### config.mk
export PLATFORM = sky130hd
export DESIGN_NAME = v2f_alu_sched
export DESIGN_NICKNAME = d
export VERILOG_FILES = /design/src/rtl/v2f_sched_pkg.sv /design/src/rtl/v2f_rr_arbiter.sv /design/src/rtl/v2f_alu_sched.sv
export SDC_FILE = /design/constraint.sdc
export NUM_CORES = 2
export LEC_CHECK = 0
export ABC_AREA = 1
export BUFFER_PORTS_ARGS = -buffer_cell sky130_fd_sc_hd__buf_2
export CAP_MARGIN = 20
export CORE_ASPECT_RATIO = 1.1
export CORE_UTILIZATION = 35
export DETAILED_ROUTE_END_ITERATION = 16
export PLACE_DENSITY = 0.5
export SETUP_SLACK_MARGIN = 0.4
export SLEW_MARGIN = 20
export SYNTH_ARGS = -nofsm -noshare
export SYNTH_HDL_FRONTEND = slang
export SYNTH_HIERARCHICAL = 1
export SYNTH_SLANG_ARGS = --single-unit
### constraint.sdc
create_clock -name clk -period 12.4 [get_ports clk]
set_clock_uncertainty 0.2 [all_clocks]
set_input_delay 1.86 -clock clk [delete_from_list [all_inputs] [get_ports clk]]
set_output_delay 1.86 -clock clk [all_outputs]
set_load 0.01 [all_outputs]
### src/rtl/v2f_sched_pkg.sv
// Shared opcode/state encodings for the v2f ALU scheduler.
package v2f_sched_pkg;

    localparam int OP_W = 4;

    typedef enum logic [OP_W-1:0] {
        OP_ADD  = 4'd0,
        OP_SUB  = 4'd1,
        OP_MUL  = 4'd2,
        OP_AND  = 4'd3,
        OP_OR   = 4'd4,
        OP_XOR  = 4'd5,
        OP_SHL  = 4'd6,
        OP_SHR  = 4'd7,
        OP_SSHR = 4'd8,
        OP_DIV  = 4'd9,
        OP_MOD  = 4'd10
    } op_e;

    typedef enum logic [1:0] {
        ST_IDLE = 2'd0,
        ST_EXEC = 2'd1,
        ST_RESP = 2'd2
    } state_e;

endpackage

### src/rtl/v2f_rr_arbiter.sv
// Combinational round-robin picker: first asserted req at or after ptr, wrapping.
module v2f_rr_arbiter #(
    parameter int N = 4
) (
    input  logic [N-1:0]         req,
    input  logic [$clog2(N)-1:0] ptr,
    output logic [N-1:0]         grant_oh,
    output logic [$clog2(N)-1:0] grant_idx,
    output logic                 any_grant
);

    localparam int IW = $clog2(N);

    logic [IW-1:0] idx;

    always_comb begin
        grant_oh  = '0;
        grant_idx = '0;
        any_grant = 1'b0;
        idx       = '0;
        for (int k = 0; k < N; k++) begin
            idx = IW'((int'(ptr) + k) % N);
            if (!any_grant && req[idx]) begin
                any_grant     = 1'b1;
                grant_oh[idx] = 1'b1;
                grant_idx     = idx;
            end
        end
    end

endmodule

### src/rtl/v2f_alu_sched.sv
// Round-robin shared ALU: one op in flight, IDLE -> EXEC -> RESP.
// Define V2F_ALU_SCHED_DIV_EN to build the signed DIV/MOD datapath.
module v2f_alu_sched
    import v2f_sched_pkg::*;
#(
    parameter int N_REQ = 4,
    parameter int WIDTH = 32
) (
    input  logic                     clk,
    input  logic                     rst,
    input  logic [N_REQ-1:0]         req_valid,
    output logic [N_REQ-1:0]         req_ready,
    input  logic [OP_W*N_REQ-1:0]    req_op,
    input  logic [WIDTH*N_REQ-1:0]   req_a,
    input  logic [WIDTH*N_REQ-1:0]   req_b,
    output logic                     resp_valid,
    input  logic                     resp_ready,
    output logic [$clog2(N_REQ)-1:0] resp_id,
    output logic [WIDTH-1:0]         resp_y,
    output logic                     resp_err,
    output logic                     busy
);

    localparam int IW = $clog2(N_REQ);

    state_e state, state_nxt;

    logic [IW-1:0]    ptr, id_q;
    logic [OP_W-1:0]  op_q;
    logic [WIDTH-1:0] a_q, b_q;

    logic [N_REQ-1:0] grant_oh;
    logic [IW-1:0]    grant_idx;
    logic             any_grant;
    logic             accept;

    logic [OP_W-1:0]  op_arr [N_REQ];
    logic [WIDTH-1:0] a_arr  [N_REQ];
    logic [WIDTH-1:0] b_arr  [N_REQ];

    for (genvar g = 0; g < N_REQ; g++) begin : g_unpack
        assign op_arr[g] = req_op[g*OP_W +: OP_W];
        assign a_arr[g]  = req_a[g*WIDTH +: WIDTH];
        assign b_arr[g]  = req_b[g*WIDTH +: WIDTH];
    end

    v2f_rr_arbiter #(.N(N_REQ)) u_arb (
        .req       (req_valid),
        .ptr       (ptr),
        .grant_oh  (grant_oh),
        .grant_idx (grant_idx),
        .any_grant (any_grant)
    );

    always_comb begin
        state_nxt  = state;
        accept     = 1'b0;
        req_ready  = '0;
        resp_valid = 1'b0;
        busy       = 1'b0;
        case (state)
            ST_IDLE: begin
                if (any_grant) begin
                    accept    = 1'b1;
                    state_nxt = ST_EXEC;
                end
            end
            ST_EXEC: state_nxt = ST_RESP;
            ST_RESP: if (resp_ready) state_nxt = ST_IDLE;
            default: state_nxt = ST_IDLE;
        endcase
        // Outputs read as idle while reset is held, whatever the state register says.
        if (!rst) begin
            req_ready  = accept ? grant_oh : '0;
            resp_valid = (state == ST_RESP);
            busy       = (state != ST_IDLE);
        end
    end

    logic [WIDTH-1:0]        alu_y;
    logic                    alu_err;
    logic [4:0]              shamt;
    logic signed [WIDTH-1:0] sa;

    assign shamt = b_q[4:0];
    assign sa    = $signed(a_q);

`ifdef V2F_ALU_SCHED_DIV_EN
    logic signed [WIDTH-1:0] sb;
    assign sb = $signed(b_q);
`endif

    always_comb begin
        alu_y   = '0;
        alu_err = 1'b0;
        case (op_e'(op_q))
            OP_ADD:  alu_y = a_q + b_q;
            OP_SUB:  alu_y = a_q - b_q;
            OP_MUL:  alu_y = a_q * b_q;
            OP_AND:  alu_y = a_q & b_q;
            OP_OR:   alu_y = a_q | b_q;
            OP_XOR:  alu_y = a_q ^ b_q;
            OP_SHL:  alu_y = a_q << shamt;
            OP_SHR:  alu_y = a_q >> shamt;
            OP_SSHR: alu_y = sa >>> shamt;
`ifdef V2F_ALU_SCHED_DIV_EN
            // Divide-by-zero yields 0 without an error flag.
            OP_DIV:  if (b_q != '0) alu_y = sa / sb;
            OP_MOD:  if (b_q != '0) alu_y = sa % sb;
`endif
            default: alu_err = 1'b1;
        endcase
    end

    always_ff @(posedge clk) begin
        if (rst) begin
            state    <= ST_IDLE;
            ptr      <= '0;
            id_q     <= '0;
            op_q     <= '0;
            a_q      <= '0;
            b_q      <= '0;
            resp_y   <= '0;
            resp_id  <= '0;
            resp_err <= 1'b0;
        end else begin
            state <= state_nxt;
            if (accept) begin
                id_q <= grant_idx;
                op_q <= op_arr[grant_idx];
                a_q  <= a_arr[grant_idx];
                b_q  <= b_arr[grant_idx];
                ptr  <= (grant_idx == IW'(N_REQ-1)) ? '0 : grant_idx + 1'b1;
            end
            if (state == ST_EXEC) begin
                resp_y   <= alu_y;
                resp_err <= alu_err;
                resp_id  <= id_q;
            end
        end
    end

endmodule

==> results.yml <==
drt:
  drt_pass1_iterations: 5
  ant_nets: 0
  drc: 0
  via_per_inst: 5.253
  routed_wirelength_microns: 136800
  dr_total_vias: 31430
  avgRoutedWirePerCell_microns: 22.86
  drtIter0Drc: 2641
timing:
  fmax_ghz: 0.1264
  slew_viol_final: 0
  final.period_utilization_pct: 63.80
  whs_ns: 0.2602
  finalHoldViolations: 0
  slew_headroom_pct: 23.86
  layout_min_cycle_time_ns: 7.911
  rsz0062_at_grt: "false"
  setup_viol: 0
  setup_tns_ns: 0
  worstMarginPinSlew_ns: 1.141
synth:
  synth_cells: 4690
  synthFlopType: "dfxtp_1"
  ys_warn_count: 6
  yosysTopAreaCell: "fa_1"
  synth_area_per_cell_sq_um: 6.495
  async_reset_ff_share_pct: 0
  synth_fa_ha_area_share_pct: 36.16
  yosysTopAreaCellShare_pct: 26.88
  synth_area_leaders: "fa_1, nand2_1, inv_1, ha_1, dfxtp_1"
  synth_compound_area_share_pct: 16.60
  synth_area_sq_um: 30460
  yosysSeqAreaShare_pct: 7.163
  yosys.area_share.simple_pct: 22.30
  synth_edf_count: 0
  synth_top_family_by_area: "adder cells"
  synth_cell_types: 59
  synth_nets: 5604
  synthMuxAreaShare_pct: 0.2629
  synth_xor_area_share_pct: 1.236
  ys_ff_latch: 109
grt:
  grt_usage_pct: 30.97
  grt_overflow: 0
  grt_pass1_vias: 31460
  antenna_found_initial: 6
  grt_max_degree: 101
  grt_pass1_wl_microns: 204200
clocking:
  hold_buffers: 0
  cts_buffers: 9
  cts.sinks: 109
  clkLatencyLatePin_ns: 0.42
  post-cts-setup-buffer-count: 0
  htreeDepth: 3
  clk_pin_slew_ns: 0.09
  cts_tree: "built"
  cts_resized: 0
  cts_buffer_depth: 2
  cts.root.buffer_cell: "clkbuf_16"
run_status:
  status: "finished clean"
floorplan:
  die_h_microns: 311.4
  dieArea_sq_um: 88220
  rows: 113
  ios: 320
  core_area_sq_um: 86250
  start_util_pct: 35.32
  die_x_microns: 283.3
run:
  drv_cap: 0
critical_path:
  critPathRequiredTime_ns: 12.46
  cpMaxStageDelayCell: "o21ai_0"
  cp-start-kind: "flip-flop"
  crit_arrival_ns: 7.98
  crit_top_cell: "fa_1"
  cpPeakStageDelay_ns: 0.68
  cp-end-kind: "flip-flop"
  critPathMaxFanout: 36
  critical_path_class: "flip-flop to flip-flop"
placed_design:
  placed_area_sq_um: 32980
  dp_hpwl_microns: 110700
  place_congestion: 1.029
  portBuffers: 319
finish:
  drive_above_1_share_pct: 9.627
  stdcell_area_sq_um: 33330
  area_delta_synth_final_pct: 9.397
  nets: 5739
hold_path:
  min-delay-path-class: "flip-flop to flip-flop"
[worst max-delay path: cells and delay by family, from the launching register on]
family	cells	cell delay, ns
buffers and inverters	7	1.15
flip-flops	1	0.32
AND/OR/NAND/NOR	7	0.72
AO/OA/AOI/OAI	5	1.27
adder cells (fa/ha/maj)	9	4.07
[cell type report]
type                       count  area, sq um
fill                        9620        52920
multi-input combinational   3284        23360
inverter                    1034         3885
sequential                   109         2191
timing repair buffer         387         2110
tap                         1150         1439
clock buffer                   9        225.2
clock inverter                 7        112.6
antenna                        3        7.507
[synthesized netlist by cell type (5+ instances only)]
library cell and n:
buf_1 50, o211ai_1 16, o21bai_1 6, a21oi_1 280, dfxtp_1 109, xor2_1 36
a211oi_1 10, inv_1 1022, o21ai_0 422, nand3_1 152, or2_2 11, xnor2_1 7
a21boi_0 10, ha_1 226, nor3_1 20, clkbuf_1 161, o22ai_1 102, nor2_1 275
nand4_1 38, o21a_1 15, fa_1 409, o31ai_1 6, buf_2 45, nand3b_1 6
a31oi_1 10, a21o_1 12, inv_2 9, o21ai_1 13, nand2_2 7, nand2_1 1135
a221oi_1 5, mux2i_1 8
[registers in the layout, indices dropped and copies added, names as in the netlist, 2 cells and up]
name and count:
ptr 2, resp_y 32, b_q 32, op_q 4, id_q 2, a_q 32
resp_id 2, state 2
[cell families after synthesis]
kind of cell | count (synthesis)
mux | 8
flops | 109
compound gates | 926
xor+xnor | 43
fa+ha+maj | 635
buf+inv | 1297
simple gates | 1672
[routing by layer]
layer  GRT usage, %  routed length (microns)  vias to the layer above  share of wire, %
li1               -                        -                    14700                 -
met1          38.85                    55700                    15250                41
met2          51.24                    63820                     1181                47
met3          4.019                     8191                      294               6.0
met4          17.49                     8987                       10               6.6
met5              0                       67                        -             0.049
[metrics by stage]
| step | utilization, % | setup slack [ns] | std cells |
|---|---|---|---|
| 6_report | 38.64 | 4.489 | 5983 |
| 5_1_grt | 38.63 | 4.063 | 5980 |
| 4_1_cts | 38.63 | 4.494 | 5980 |
| 3_5_place_dp | 38.24 | 4.531 | 5964 |
| 3_3_place_gp | 38.24 | 4.555 | 5964 |
| 2_1_floorplan | - | 4.891 | 4690 |
[layout by cell type (no fill, tap or decap), types with 16 or more instances in the layout]
| cell type | synthesis | layout |
|---|---|---|
| inv_1 | 1022 | 1020 |
| o21ai_0 | 422 | 422 |
| nor2_1 | 275 | 273 |
| buf_2 | 45 | 318 |
| nor3_1 | 20 | 19 |
| a21oi_1 | 280 | 280 |
| nand2_1 | 1135 | 1134 |
| xor2_1 | 36 | 36 |
| nand3_1 | 152 | 150 |
| o22ai_1 | 102 | 102 |
| dfxtp_1 | 109 | 102 |
| nand4_1 | 38 | 38 |
| o211ai_1 | 16 | 16 |
| fa_1 | 409 | 409 |
| buf_4 | 2 | 69 |
| ha_1 | 226 | 226 |
[path summary, 6_finish.rpt]
check,from,endpoint,slack (ns),cells past startpoint
worst max-delay path,b_q[3],resp_y[30],4.49,28
worst min-delay path,id_q[0],id_q[0],0.26,2
worst max register to register,b_q[3],resp_y[30],4.49,28
worst min register to register,id_q[0],id_q[0],0.26,2
Power is not shown: default switching activity piles up to over one toggle a cycle in this logic, so the estimate is an artifact.
